--- config.mk ---
export PLATFORM = sky130hd
export DESIGN_NAME = imm_ext_pipe_flat
export DESIGN_NICKNAME = d
export VERILOG_FILES = /design/src/rtl/imm_ext_pipe_pkg.sv /design/src/rtl/imm_ext_pipe_if.sv /design/src/rtl/imm_ext_pipe_core.sv /design/src/rtl/imm_ext_pipe.sv /design/src/flat_wrapper.sv
export SDC_FILE = /design/constraint.sdc
export NUM_CORES = 1
export LEC_CHECK = 0
export BUFFER_PORTS_ARGS = -buffer_cell sky130_fd_sc_hd__buf_2
export CAP_MARGIN = 30
export CORE_MARGIN = 5
export CORE_UTILIZATION = 37
export CTS_CLUSTER_DIAMETER = 60
export DETAILED_ROUTE_END_ITERATION = 10
export HOLD_SLACK_MARGIN = 0.15
export SYNTH_ARGS = -nofsm -noshare
export SYNTH_HDL_FRONTEND = slang
export SYNTH_SLANG_ARGS = --single-unit
--- constraint.sdc ---
create_clock -name clk -period 5.02 [get_ports clk]
set_input_delay 0.251 -clock clk [delete_from_list [all_inputs] [get_ports clk]]
set_output_delay 0.251 -clock clk [all_outputs]
set_load 0.01 [all_outputs]
--- src/rtl/imm_ext_pipe_pkg.sv ---
// ext_pkg: shared types and default widths for the immediate-extension stage.
//   ext_mode_t : extension mode carried with each immediate
//   IMM_W      : default raw immediate width
//   WORD_W     : default extended operand width
package ext_pkg;
  typedef enum logic [1:0] {
    EXT_SIGN   = 2'd0,
    EXT_ZERO   = 2'd1,
    EXT_UPPER  = 2'd2,
    EXT_BRANCH = 2'd3
  } ext_mode_t;

  localparam int IMM_W  = 16;
  localparam int WORD_W = 32;
endpackage

--- src/rtl/imm_ext_pipe_if.sv ---
// imm_ext_pipe_if: handshake bundle around the immediate-extension stage.
//   Input side  : in_valid/in_ready, in_imm, in_mode, in_tag, flush
//   Output side : out_valid/out_ready, out_imm, out_tag
//   master = producer/consumer environment, slave = the stage itself.
interface imm_ext_pipe_if #(
  parameter int IN_W  = 16,
  parameter int OUT_W = 32,
  parameter int TAG_W = 5
);
  import ext_pkg::*;

  logic             in_valid;
  logic             in_ready;
  logic [IN_W-1:0]  in_imm;
  ext_mode_t        in_mode;
  logic [TAG_W-1:0] in_tag;
  logic             flush;
  logic             out_valid;
  logic             out_ready;
  logic [OUT_W-1:0] out_imm;
  logic [TAG_W-1:0] out_tag;

  modport master (
    output in_valid, in_imm, in_mode, in_tag, flush, out_ready,
    input  in_ready, out_valid, out_imm, out_tag
  );

  modport slave (
    input  in_valid, in_imm, in_mode, in_tag, flush, out_ready,
    output in_ready, out_valid, out_imm, out_tag
  );
endinterface

--- src/rtl/imm_ext_pipe_core.sv ---
// ext_core: purely combinational immediate extender.
//   imm  [IN_W]  : raw immediate
//   mode [2]     : ext_mode_t
//   ext  [OUT_W] : extended value (sign / zero / upper / branch offset)
module ext_core
  import ext_pkg::*;
#(
  parameter int IN_W  = IMM_W,
  parameter int OUT_W = WORD_W
) (
  input  logic [IN_W-1:0]  imm,
  input  ext_mode_t        mode,
  output logic [OUT_W-1:0] ext
);
  localparam int E = OUT_W - IN_W;

  logic [OUT_W-1:0] sext;

  assign sext = {{E{imm[IN_W-1]}}, imm};

  always_comb begin
    ext = sext;
    unique case (mode)
      EXT_SIGN:   ext = sext;
      EXT_ZERO:   ext = {{E{1'b0}}, imm};
      EXT_UPPER:  ext = {imm, {E{1'b0}}};
      // Word offset -> byte offset; top two sign bits fall off.
      EXT_BRANCH: ext = {sext[OUT_W-3:0], 2'b00};
      default:    ext = sext;
    endcase
  end
endmodule

--- src/rtl/imm_ext_pipe.sv ---
// imm_ext_pipe: registered immediate-extension stage with a 2-entry skid buffer.
//   clk, rst_n : clock, async active-low reset
//   bus        : imm_ext_pipe_if.slave (input handshake + flush, output handshake)
// Extension happens before storage, so only OUT_W data + tag are registered.
// in_ready is the inverse of the skid valid bit, so it never depends on
// out_ready combinationally.
module imm_ext_pipe
  import ext_pkg::*;
#(
  parameter int IN_W  = IMM_W,
  parameter int OUT_W = WORD_W,
  parameter int TAG_W = 5
) (
  input  logic          clk,
  input  logic          rst_n,
  imm_ext_pipe_if.slave bus
);
  if (OUT_W < IN_W + 2) begin : g_bad_width
    $error("imm_ext_pipe: OUT_W must be >= IN_W+2");
  end

  logic [OUT_W-1:0] ext;

  ext_core #(.IN_W(IN_W), .OUT_W(OUT_W)) u_core (
    .imm  (bus.in_imm),
    .mode (bus.in_mode),
    .ext  (ext)
  );

  logic             main_v, skid_v;
  logic [OUT_W-1:0] main_d, skid_d;
  logic [TAG_W-1:0] main_t, skid_t;
  logic             acc, drain;

  // An input offered alongside flush is dropped.
  assign acc   = bus.in_valid && !skid_v && !bus.flush;
  assign drain = main_v && bus.out_ready;

  always_ff @(posedge clk or negedge rst_n) begin
    if (!rst_n) begin
      main_v <= 1'b0;
      skid_v <= 1'b0;
      main_d <= '0;
      skid_d <= '0;
      main_t <= '0;
      skid_t <= '0;
    end else if (bus.flush) begin
      main_v <= 1'b0;
      skid_v <= 1'b0;
    end else if (drain || !main_v) begin
      // Main is free this edge: oldest item (skid first) moves in.
      if (skid_v) begin
        main_v <= 1'b1;
        main_d <= skid_d;
        main_t <= skid_t;
        skid_v <= 1'b0;
      end else if (acc) begin
        main_v <= 1'b1;
        main_d <= ext;
        main_t <= bus.in_tag;
      end else begin
        main_v <= 1'b0;
      end
    end else if (acc) begin
      // Main stalled: park the new item in skid, which drops in_ready.
      skid_v <= 1'b1;
      skid_d <= ext;
      skid_t <= bus.in_tag;
    end
  end

  assign bus.in_ready  = !skid_v;
  assign bus.out_valid = main_v;
  assign bus.out_imm   = main_d;
  assign bus.out_tag   = main_t;
endmodule

--- src/flat_wrapper.sv ---
// flat-port wrapper written by rule: the top's interface ports become plain ports
module imm_ext_pipe_flat import ext_pkg::*;
#(
  parameter int IN_W  = IMM_W,
  parameter int OUT_W = WORD_W,
  parameter int TAG_W = 5
)
  (clk, rst_n, bus_in_valid, bus_in_imm, bus_in_mode, bus_in_tag, bus_flush, bus_out_ready, bus_in_ready, bus_out_valid, bus_out_imm, bus_out_tag);
  imm_ext_pipe_if #(.IN_W(IN_W), .OUT_W(OUT_W), .TAG_W(TAG_W)) bus_i ();
  input  logic clk;
  input  logic rst_n;
  input wire logic [$bits(bus_i.in_valid)-1:0] bus_in_valid;
  input wire logic [$bits(bus_i.in_imm)-1:0] bus_in_imm;
  input wire logic [$bits(bus_i.in_mode)-1:0] bus_in_mode;
  input wire logic [$bits(bus_i.in_tag)-1:0] bus_in_tag;
  input wire logic [$bits(bus_i.flush)-1:0] bus_flush;
  input wire logic [$bits(bus_i.out_ready)-1:0] bus_out_ready;
  output wire logic [$bits(bus_i.in_ready)-1:0] bus_in_ready;
  output wire logic [$bits(bus_i.out_valid)-1:0] bus_out_valid;
  output wire logic [$bits(bus_i.out_imm)-1:0] bus_out_imm;
  output wire logic [$bits(bus_i.out_tag)-1:0] bus_out_tag;
  assign bus_i.in_valid = bus_in_valid;
  assign bus_i.in_imm = bus_in_imm;
  assign bus_i.in_mode = bus_in_mode;
  assign bus_i.in_tag = bus_in_tag;
  assign bus_i.flush = bus_flush;
  assign bus_i.out_ready = bus_out_ready;
  assign bus_in_ready = bus_i.in_ready;
  assign bus_out_valid = bus_i.out_valid;
  assign bus_out_imm = bus_i.out_imm;
  assign bus_out_tag = bus_i.out_tag;
  imm_ext_pipe #(.IN_W(IN_W), .OUT_W(OUT_W), .TAG_W(TAG_W)) u_core (.clk(clk), .rst_n(rst_n), .bus(bus_i));
endmodule
==> results.yml <==
routing:
  dr.pass1.iters: 4
  wl_um: 9859
  drtIter0Drc: 246
  ant_nets: 0
  num_vias: 3012
  vias_per_cell: 5.557
  drc: 0
  wl_per_cell_um: 18.19
pwr:
  power_density_nw_per_um2: 371.3
  power.total_uw: 1637
  peakVddDrop_v: 0.0001016
  leakage_uw: 0.001980
floorplanning:
  die_h_um: 110.2
  start_util_pct: 37.99
  ios: 67
  dieWidth_um: 110.2
  rows: 36
  core_area_um2: 9774
  dieArea_um2: 12140
synthesis:
  syn_area_um2: 3714
  synth_top_area_cell: "dfrtp_1"
  async_reset_ff_share_pct: 100.0
  synth_fa_ha_area_share_pct: 0
  avgSynthCellArea_um2: 10.67
  yosysMostFrequentCell: "dfrtp_1"
  mappedNetlistNets: 376
  synth_top_family_by_area: "compound AO/OA/AOI/OAI gates"
  synth_cells: 348
  synth_commonest_cells: "dfrtp_1 (76), o21ai_0 (39), o31ai_1 (24), nor2_1 (23), mux2_2 (22)"
  seq_area_frac_synth_pct: 51.21
  ys_top_cells_by_area: "dfrtp_1 (51%), mux2_2 (6.7%), o21ai_0 (5.3%)"
  yosys-mux-area-fraction_pct: 9.367
  yosysUniqueCellTypes: 32
  synth_ff_type: "dfrtp_1"
  ys_seq_elements: 76
  synth_warnings: 0
  synth_compound_area_share_pct: 24.87
  synth_simple_gate_area_share_pct: 9.535
  synth_top_area_share_pct: 51.21
  synth_xor_area_share_pct: 0.2358
  synth_edf_count: 0
sta:
  worstMarginPinSlew_ns: 0.8724
  clock_skew_ns: 0.007922
  timing.final.crit_period_ns: 2.766
  setup_tns_ns: 0
  setup_viol: 0
  relSlewSlack_pct: 41.84
  fin_crit_sh_pct: 55.09
  slew_violations: 0
  max_freq_mhz: 361.6
  rsz0062_at_grt: "false"
  hold_viol_final: 0
clocking:
  cts-root-buf: "clkbuf_8"
  cts_setup_buffers: 0
  clock_sinks: 76
  numCtsBuffers: 9
  clockBufferDepth: 2
  cts_resized: 0
  cts_tree: "yes"
  htreeDepth: 3
  clk_pin_slew_worst_paths_ns: 0.08
  clk_latency_ns: 0.35
hold_path:
  hold_class: "primary input to register"
run:
  maxCapViolations: 0
worst_setup_path:
  crit_chain: "buf_4 -> or4b_1 -> nor2_4 -> mux2_2"
  cp_max_fo: 33
  worst_setup_path_end_kind: "register"
  cp_slowest_cell: "or4b_1"
  crit_type: "register to register"
  cp.arrival_ns: 3.00
  startpoint_type: "register"
  critical_path_required_ns: 5.25
  max_stage_delay_ns: 0.82
global_route:
  overflow: 0
  grt_pass1_vias: 3086
  grt_max_degree: 77
  antenna_found_initial: 0
  grt_first_pass_wirelength_um: 16450
  track_usage_pct: 17.57
layout:
  syn_to_final_growth_pct: 18.73
  multi_input_area_um2: 1638
  n_antenna_cell: 0
  num-nets-final: 433
  fin_util_pct: 45.11
  ff_latch_area_um2: 1902
  drive_gt1_share_pct: 28.12
  fillers: 963
place:
  hpwl_um: 6346
  gp_congestion: 0.8355
  port_buffers: 66
outcome:
  status: "complete, no violations"
-- sequential cells by signal, indices dropped and copies added, names as in the netlist --
name and flops:
u_core.bus.out_imm 32, u_core.skid_d 32, u_core.bus.out_tag 5, u_core.skid_t 5, u_core.bus.out_valid 1, u_core.skid_v 1
-- stage by stage --
step	setup slack (ns)	area, um2	hold WS [ns]	std cells
floorplan	3.198	3714	-0.04459	348
global placement	2.382	4106	0.4505	519
detailed placement	2.289	4106	0.4513	519
CTS	2.282	4382	0.1749	541
global route	2.148	4409	0.1965	542
finish	2.254	4409	0.1886	542
-- worst paths after layout --
kind / start / to / slack (ns) / cells after the start
min in group asynchronous: rst_n / u_core.bus.out_imm[12] / 0.24 / 2
max in group asynchronous: rst_n / u_core.bus.out_imm[16] / 4.23 / 3
worst max-delay path: u_core.skid_v / u_core.skid_d[0] / 2.25 / 4
worst min register to register: u_core.skid_d[7] / u_core.skid_d[7] / 0.48 / 1
worst max register to register: u_core.skid_v / u_core.skid_d[0] / 2.25 / 4
worst min-delay path: bus_in_imm[13] / u_core.skid_d[29] / 0.19 / 3
-- critical path: cells and delay by family (launching register included) --
kind	cells	cell delay (ns)
muxes	1	0.41
and+or+nand+nor	2	1.45
buffers and inverters	1	0.29
DFF	1	0.47
-- area by class of cell --
class | count | area share (%)
clock buffer | 10 | 2.894
clock inverter | 5 | 1.759
inverter | 4 | 0.3405
multi-input combinational | 233 | 37.15
sequential | 76 | 43.13
tap | 133 | 3.774
timing repair buffer | 81 | 10.95
-- logic make-up (layout without fill, tap and decap cells) --
family                 after synthesis  after routing
buffers and inverters               39            100
AND/OR/NAND/NOR                     72             72
XOR/XNOR                             1              1
AO/OA/AOI/OAI                      129            129
flip-flops                          76             76
multiplexers                        31             31
-- cells in the final DEF (no fill, tap or decap), types with 8 or more instances in the layout --
cell / instances
dfrtp_1: 76
buf_4: 8
nor2_1: 23
o21ai_0: 39
nor2b_1: 12
a2bb2oi_1: 14
mux2_2: 22
a31oi_1: 8
nand2b_1: 9
nand2_1: 16
clkbuf_8: 9
o31ai_1: 24
a221oi_1: 21
buf_2: 65
-- metal layers --
metal	global-route usage, %	wire (um)
met1	24.83	4559
met2	27.34	4630
met3	2.388	535
met4	6.860	134
met5	0	0
-- timing repair --
| action | CTS | global route |
|---|---|---|
| setup endpoints to repair | 0 | 0 |
| hold buffers | 7 | 0 |
| hold endpoints to repair | 82 | 0 |
-- power by group --
| group | total, uW | switching, uW | internal [uW] |
|---|---|---|---|
| sequential | 802 | 64.5 | 738 |
| combinational | 335 | 171 | 164 |
| clock | 500 | 224 | 276 |
| total | 1640 | 460 | 1180 |
(Power assumes the default switching activity.)
